$ cat config.mk
export PLATFORM = sky130hd
export DESIGN_NAME = cpu_mem_arbiter
export DESIGN_NICKNAME = d
export VERILOG_FILES = /design/src/rtl/cpu_mem_arbiter.sv
export SDC_FILE = /design/constraint.sdc
export NUM_CORES = 1
export LEC_CHECK = 0
export CAP_MARGIN = 5
export CORE_ASPECT_RATIO = 1.2
export CORE_UTILIZATION = 36
export CTS_CLUSTER_DIAMETER = 30
export DETAILED_ROUTE_END_ITERATION = 7
export PLACE_DENSITY_LB_ADDON = 0.15
export SETUP_SLACK_MARGIN = 0.4
export SLEW_MARGIN = 10
export SYNTH_ARGS = -nofsm -noshare
export SYNTH_HDL_FRONTEND = slang
export SYNTH_SLANG_ARGS = --single-unit
$ cat constraint.sdc
create_clock -name clk -period 1.7 [get_ports clk]
set_input_delay 0.34 -clock clk [delete_from_list [all_inputs] [get_ports clk]]
set_output_delay 0.34 -clock clk [all_outputs]
set_load 0.02 [all_outputs]
$ cat src/rtl/cpu_mem_arbiter.sv
// Shares one single-port memory between fetch and load/store; data wins until fetch is passed over STARVE_LIMIT times.
// Registered outputs: mem_req one edge after grant, rsp pulse one edge after mem_ack; one transaction in flight.
module cpu_mem_arbiter #(
    parameter int ADDR_W       = 32,
    parameter int DATA_W       = 32,
    parameter int STARVE_LIMIT = 4
) (
    input  logic                clk,
    input  logic                reset,
    input  logic                i_req,
    input  logic [ADDR_W-1:0]   i_addr,
    output logic                i_rsp_valid,
    output logic [DATA_W-1:0]   i_rdata,
    input  logic                d_req,
    input  logic                d_we,
    input  logic [DATA_W/8-1:0] d_be,
    input  logic [ADDR_W-1:0]   d_addr,
    input  logic [DATA_W-1:0]   d_wdata,
    output logic                d_rsp_valid,
    output logic [DATA_W-1:0]   d_rdata,
    output logic                mem_req,
    output logic                mem_we,
    output logic [DATA_W/8-1:0] mem_be,
    output logic [ADDR_W-1:0]   mem_addr,
    output logic [DATA_W-1:0]   mem_wdata,
    input  logic                mem_ack,
    input  logic [DATA_W-1:0]   mem_rdata,
    output logic                busy
);
    localparam int CNT_W = 4;
    localparam logic [CNT_W-1:0] LIMIT = CNT_W'(STARVE_LIMIT);

    typedef enum logic [1:0] {IDLE, BUSY_I, BUSY_D} state_t;

    state_t              r_state;
    state_t              w_state_nxt;
    logic [CNT_W-1:0]    r_streak;
    logic [CNT_W-1:0]    w_streak_nxt;
    logic                w_i_elig;
    logic                w_d_elig;
    logic                w_grant_i;
    logic                w_grant_d;
    logic                w_done;

    logic                r_mem_req;
    logic                r_mem_we;
    logic [DATA_W/8-1:0] r_mem_be;
    logic [ADDR_W-1:0]   r_mem_addr;
    logic [DATA_W-1:0]   r_mem_wdata;
    logic                r_i_rsp_valid;
    logic [DATA_W-1:0]   r_i_rdata;
    logic                r_d_rsp_valid;
    logic [DATA_W-1:0]   r_d_rdata;
    logic                r_busy;

    // A requester still seeing its response pulse is holding the old request; skip it.
    assign w_i_elig = i_req && !r_i_rsp_valid;
    assign w_d_elig = d_req && !r_d_rsp_valid;
    assign w_done   = (r_state != IDLE) && mem_ack;

    always_comb begin
        w_state_nxt  = r_state;
        w_streak_nxt = r_streak;
        w_grant_i    = 1'b0;
        w_grant_d    = 1'b0;
        case (r_state)
            IDLE: begin
                if (w_d_elig && (!w_i_elig || (r_streak < LIMIT))) begin
                    w_grant_d   = 1'b1;
                    w_state_nxt = BUSY_D;
                    if (!i_req)
                        w_streak_nxt = '0;
                    else if (r_streak < LIMIT)
                        w_streak_nxt = r_streak + CNT_W'(1);
                end else if (w_i_elig) begin
                    w_grant_i    = 1'b1;
                    w_state_nxt  = BUSY_I;
                    w_streak_nxt = '0;
                end
            end
            BUSY_I, BUSY_D: begin
                if (mem_ack)
                    w_state_nxt = IDLE;
            end
            default: w_state_nxt = IDLE;
        endcase
    end

    always_ff @(posedge clk) begin
        if (reset) begin
            r_state  <= IDLE;
            r_streak <= '0;
        end else begin
            r_state  <= w_state_nxt;
            r_streak <= w_streak_nxt;
        end
    end

    always_ff @(posedge clk) begin
        if (reset) begin
            r_mem_req     <= 1'b0;
            r_mem_we      <= 1'b0;
            r_mem_be      <= '0;
            r_mem_addr    <= '0;
            r_mem_wdata   <= '0;
            r_i_rsp_valid <= 1'b0;
            r_i_rdata     <= '0;
            r_d_rsp_valid <= 1'b0;
            r_d_rdata     <= '0;
            r_busy        <= 1'b0;
        end else begin
            r_i_rsp_valid <= 1'b0;
            r_d_rsp_valid <= 1'b0;
            if (w_grant_d) begin
                r_mem_req   <= 1'b1;
                r_mem_we    <= d_we;
                r_mem_be    <= d_be;
                r_mem_addr  <= d_addr;
                r_mem_wdata <= d_wdata;
                r_busy      <= 1'b1;
            end else if (w_grant_i) begin
                r_mem_req   <= 1'b1;
                r_mem_we    <= 1'b0;
                r_mem_be    <= '1;
                r_mem_addr  <= i_addr;
                r_mem_wdata <= '0;
                r_busy      <= 1'b1;
            end else if (w_done) begin
                r_mem_req <= 1'b0;
                r_busy    <= 1'b0;
                if (r_state == BUSY_I) begin
                    r_i_rsp_valid <= 1'b1;
                    r_i_rdata     <= mem_rdata;
                end else begin
                    r_d_rsp_valid <= 1'b1;
                    if (!r_mem_we)
                        r_d_rdata <= mem_rdata;
                end
            end
        end
    end

    assign mem_req     = r_mem_req;
    assign mem_we      = r_mem_we;
    assign mem_be      = r_mem_be;
    assign mem_addr    = r_mem_addr;
    assign mem_wdata   = r_mem_wdata;
    assign i_rsp_valid = r_i_rsp_valid;
    assign i_rdata     = r_i_rdata;
    assign d_rsp_valid = r_d_rsp_valid;
    assign d_rdata     = r_d_rdata;
    assign busy        = r_busy;
endmodule

==> Yosys cells after proc, flatten, opt, wreduce, memory -nomap -nowiden <==
Cells that the tools add are included.
{ "word_totals": {"inputBits": 138, "mem_count": 0, "ramBits": 0, "rom_bits": 0, "out_inout_bits": 137, "latch_bits": 0, "register_bits": 142} }
{ "op_classes": {"n_lt_le_gt_ge": 1, "n_shift": 0, "addsub": 1, "bitwise_logic": 5, "reduce_logical": 19, "eq_ne": 5, "n_mux": 26, "div": 0, "mul": 0} }
{ "ops": {"columns": ["operator", "n"], "rows": [
  ["2-to-1 mux 32 bit", 4],
  ["2-to-1 mux 4 bit", 6],
  ["2-to-1 mux 1 bit", 12],
  ["2-to-1 mux 2 bit", 3],
  ["nonzero test 2 bit", 3],
  ["NOT 1 bit", 5],
  ["AND reduction 5 bit", 1],
  ["adder 4 x 1 -> 4 bit (second input constant)", 1],
  ["logical AND 1 bit", 4],
  ["< comparator 4 x 3 -> 1 bit (second input constant)", 1],
  ["case mux 2 bit (2 select lines)", 1],
  ["AND reduction 4 bit", 1],
  ["OR reduction 4 bit", 1],
  ["zero test 1 bit", 3],
  ["inequality test 3 x 2 -> 1 bit (second input constant)", 1],
  ["inequality test 3 bit (second input constant)", 1],
  ["AND reduction 3 bit", 1],
  ["nonzero test 3 bit", 1],
  ["== test 2 x 1 -> 1 bit (second input constant)", 1],
  ["== test 2 bit (second input constant)", 1],
  ["zero test 2 bit", 1],
  ["inequality test 2 bit (second input constant)", 1],
  ["AND reduction 2 bit", 1],
  ["OR reduction 2 bit", 1],
  ["logical OR 1 bit", 1]
]} }

==> Depth between registers and ports, before layout <==
{ "depth": {"depth_word": 9, "depth_mapped": 8} }

==> Worst setup path before layout <==
No wires, ideal clock.
{ "synth_path": {"path_type": "register -> register", "startpoint": "register r_state[0]", "endpoint": "register r_d_rdata[10], in the netlist d_rdata[10]", "path_stages_with_launch": 9, "t_required_ps": 1568, "setup_slack_ps": 95, "period_less_slack_ps": 1605, "t_arrival_ps": 1472, "setup_time_ps": 132, "cell_sequence": "dfxtp_1 inv_1 ha_1 nand2b_1 or3_1 clkbuf_1 buf_2 nand2_1 a21oi_1"} }
{ "synth_between": {"elab_chain_len": 4} }
{ "synth_rtl": {"columns": ["element", "line", "rtl"], "rows": [
  ["start, declared", "35", "state_t r_state;"],
  ["start signal, assigned", "94", "r_state <= w_state_nxt;"],
  ["zero test 2 bit", "66", "case (r_state)"],
  ["2-to-1 mux 1 bit", "66", null],
  ["NOT 1 bit (no line)", null, null],
  ["AND reduction 5 bit (no line) *", null, null],
  ["end signal, assigned", "137", "r_d_rdata <= mem_rdata;"],
  ["end, declared", "53", "logic [DATA_W-1:0] r_d_rdata;"]
]} }
Every way passes the cells marked *; elsewhere a longest branch is shown, timed or not.
A chain may end at the register's enable or synchronous reset.

==> Worst setup path in the final report <==
{ "layout_path": {"startpoint": "register r_d_rsp_valid, in the netlist d_rsp_valid", "endpoint": "register r_mem_addr[25], in the netlist mem_addr[25]"} }
{ "layout_between": {"elab_chain_len": 6} }
{ "layout_rtl": {"columns": ["element", "line", "rtl"], "rows": [
  ["start, declared", "52", "logic r_d_rsp_valid;"],
  ["start signal, assigned", "108", "r_d_rsp_valid <= 1'b0;"],
  ["start signal, assigned", "113", "r_d_rsp_valid <= 1'b0;"],
  ["start signal, assigned", "135", "r_d_rsp_valid <= 1'b1;"],
  ["zero test 1 bit *", "58", "assign w_d_elig = d_req && !r_d_rsp_valid;"],
  ["logical AND 1 bit *", "58", null],
  ["logical AND 1 bit *", "68", "if (w_d_elig && (!w_i_elig || (r_streak < LIMIT))) begin"],
  ["2-to-1 mux 1 bit", "68", null],
  ["2-to-1 mux 1 bit", "66", null],
  ["2-to-1 mux 32 bit / nonzero test 2 bit (equally long branches)", null, null],
  ["end signal, assigned", "118", "r_mem_addr <= d_addr;"],
  ["end signal, assigned", "125", "r_mem_addr <= i_addr;"],
  ["end, declared", "48", "logic [ADDR_W-1:0] r_mem_addr;"]
]} }
Marked as above.

==> impl_results.md <==
- Crit end category: flop
- Final setup viols: 0
- Power per cell area: 1030 nW/um^2
- Number of H-tree levels: 4
- Initial drt markers: 326
- HP Class: in2reg
- Final Critical Period: 1.60 ns
- Top Family by Delay on Critical Path: buffers and inverters
- Clk pin slew, worst setup/hold paths: 0.06 ns
- Synth Cell Area: 5420 sq um
- Vias in the first global route: 5467
- P&R area growth vs syn: 86.5%
- Most used cell, CP: buf_6
- Ys flop type: dfxtp_1
- RSZ-0062 raised after global routing: yes
- GR Util All Layers: 23.7%
- Outcome: complete, no violations
- Worst r2r src: d_rsp_valid$_SDFF_PP0_
- DRT Pass-1 Iters: 4
- R2R cell count: 8
- Yosys warns: 0
- CP max stage delay: 0.36 ns
- DR DRC count: 0
- Worst vdd ir: 0.000692 V
- CTS Root Buffer Type: clkbuf_16
- Post-synth ARST share: 0%
- Layout cells sized above 1: 45.1%
- Final weighted congestion in routability-driven placement: 0.851
- Port bufs: 274
- Gate Count Post-Synth: 607
- Mean Syn Cell Area: 8.93 sq um
- Vias: 5762
- CP max-delay cell: dfxtp_4
- R2r setup slk: 0.1 ns
- Final #Nets: 1059
- Final Hold Viols: 0
- Final-report max-slew violation count: 0
- Core Box Area: 14500 sq um
- Worst-path fanout max: 8
- Sink Count: 142
- Die Footprint: 15600 sq um
- Cell variety after synth: 35
- Sequential area share after synthesis: 52.4%
- Routed wire length: 21.0 mm
- Crit path kind: reg2reg
- Leakage: 0.00403 uW
- RR Endpoint: mem_addr[25]$_SDFFE_PP0P_
- Bufs on Longest Clock Path: 2
- Total CTS buffers: 17
- Number of vias per cell: 5.10
- Global route overflow: 0
- Min-delay src: reset
- Final total power: 10400 uW
- Cell Chain, Critical Path: and2b_2 > buf_6 > o21ai_4 > buf_12 > buf_6 > clkbuf_16 > nand2_4 > a21oi_2
- Wire per inst: 18.6 um
- IO Pins: 275
- Ant diodes: 0
- Post-Place Worst Slack: -0.308 ns
- # rows: 48
- Largest net degree at the start of global routing: 56
- CP Launch Type: flop
- # hold bufs at CTS: 0
- DP Wirelength: 12.5 mm
- Required @ worst endpoint: 2.05 ns
- Syn Nets: 748
- CTS tree: yes
- Die Span Y: 136 um
- Routed Antenna Nets: 0
- Hold Path Depth: 2
- Period utilization: 94.3%
- Post-Route Setup TNS: 0 ns
- Clock skew: 0.0101 ns
- Worst skew pair latency: 0.42 ns
- Hold Path End: mem_be[3]$_SDFFE_PP0P_
- Max-cap violations: 0
- Min setup slack post-route: 0.0972 ns
- Worst path buffer plus inverter count: 4
- First-pass GRT wire length: 28.2 mm
- Die Wd: 114 um
- Fmax: 624 MHz
- Initial antenna violation count: 0
- Number of synthesized flops with an enable pin: 0
- Slew headroom: 70.8%
- Yosys reg bits: 142
- Slew @ Worst Pin: 0.438 ns
- Starting density of the core: 37.3%
- Critical Path AT: 1.95 ns
==> cells in the mapped netlist, drive strengths merged, types with 3 or more instances <==
library cell / instances / area [sq um]
a21oi: 102 / 510
a22oi: 33 / 248
buf: 30 / 211
clkbuf: 22 / 82.6
dfxtp: 142 / 2840
ha: 3 / 37.5
inv: 4 / 15.0
nand2: 161 / 604
nand2b: 3 / 18.8
nor2: 44 / 168
nor2b: 3 / 18.8
nor3: 4 / 25.0
o211ai: 3 / 22.5
o21ai: 3 / 22.5
o221ai: 32 / 449
o22ai: 6 / 37.5
==> registers in the layout (all words and copies together) (netlist names) <==
signal       cells
d_rdata         32
i_rdata         32
mem_addr        32
mem_wdata       32
mem_be           4
r_streak         4
r_state          2
busy             1
d_rsp_valid      1
i_rsp_valid      1
mem_we           1
==> final cells by class <==
type / instances / area, sq um
Fill cell: 1125 / 4420
Timing Repair Buffer: 343 / 3330
Multi-Input combinational cell: 410 / 3060
Sequential cell: 142 / 2890
Clock buffer: 19 / 443
Tap cell: 200 / 250
Clock inverter: 12 / 120
Inverter: 4 / 15.0
==> per-stage QoR <==
stage	cells	util (%)	instance area (sq um)	hold WS, ns
2_1_floorplan	607	-	5720	0.470
3_3_place_gp	1058	60.0	8720	0.438
3_5_place_dp	1058	60.0	8720	0.442
4_1_cts	1098	61.0	8870	0.329
5_1_grt	1130	69.6	10100	0.357
6_report	1130	69.6	10100	0.340
==> power breakdown <==
group | switching (uW) | leakage (uW) | total (uW) | internal (uW)
sequential | 175 | 0.00117 | 3760 | 3580
clock | 1370 | 0.000278 | 3540 | 2170
combinational | 1570 | 0.00258 | 3150 | 1580
total | 3110 | 0.00403 | 10400 | 7340
==> routing by layer <==
layer	global-route usage, %	vias to the layer above	share of wire, %
met5	0	-	0
met4	10.4	0	2.6
met3	6.64	39	5.8
met2	43.0	209	54
met1	25.6	2774	38
li1	-	2740	-
==> cells by family (layout without fill, tap and decap cells) <==
logic type / after synthesis / count (layout) / synth area share [%]
DFF: 142 / 142 / 52.4
xor gates and xnor gates: 1 / 1 / 0.162
adders and majority gates: 3 / 3 / 0.692
and+or+nand+nor: 220 / 220 / 16.1
AOI/OAI and AO/OA: 185 / 186 / 24.9
buffers and inverters: 56 / 378 / 5.70
==> cells in the final DEF, fill, tap and decap left out, types with 2 or more instances in the layout <==
cell type | synthesis | routed
nor3_1 | 3 | 3
a21oi_2 | 0 | 25
nor2b_1 | 3 | 2
buf_8 | 0 | 2
clkdlybuf4s50_1 | 0 | 134
nand2_4 | 0 | 20
nand2_2 | 0 | 16
o221ai_4 | 0 | 14
inv_1 | 4 | 2
o211a_4 | 0 | 2
dfxtp_1 | 142 | 111
nor2_1 | 43 | 42
o21ai_4 | 0 | 2
buf_16 | 0 | 4
bufinv_16 | 0 | 2
o211ai_1 | 3 | 3
a22oi_2 | 0 | 33
buf_6 | 9 | 16
a21oi_1 | 102 | 77
dfxtp_2 | 0 | 26
o22ai_2 | 0 | 4
nand2_1 | 161 | 125
buf_4 | 3 | 78
o221ai_2 | 27 | 18
nand2b_4 | 0 | 3
clkinvlp_4 | 0 | 2
dfxtp_4 | 0 | 5
inv_2 | 0 | 2
clkinv_2 | 0 | 6
buf_2 | 16 | 76
buf_12 | 0 | 19
clkbuf_16 | 0 | 29
==> how the worst max path moves through the flow <==
stage	from	endpoint	slack, ns	depth (start not counted)
floorplan	r_state[0]$_SDFFE_PP0P_	d_rdata[10]$_SDFFE_PP0P_	0.19	8
global placement	d_req	mem_wdata[21]$_SDFFE_PP0P_	-0.23	6
detailed placement	d_req	mem_wdata[22]$_SDFFE_PP0P_	-0.31	6
CTS	r_state[0]$_SDFFE_PP0P_	d_rdata[30]$_SDFFE_PP0P_	0.15	7
global route	r_state[0]$_SDFFE_PP0P_	d_rdata[18]$_SDFFE_PP0P_	0.06	9
finish	d_rsp_valid$_SDFF_PP0_	mem_addr[25]$_SDFFE_PP0P_	0.1	8
==> what timing repair did <==
item | in CTS | in global routing
gates resized for setup | 590 | 201
endpoints found under the setup margin | 278 | 201
cloned | 4 | 17
pin swaps | 13 | 52
buffers inserted | 5 | 15
endpoints found under the hold margin | 0 | 0
(Power assumes the default switching activity.)
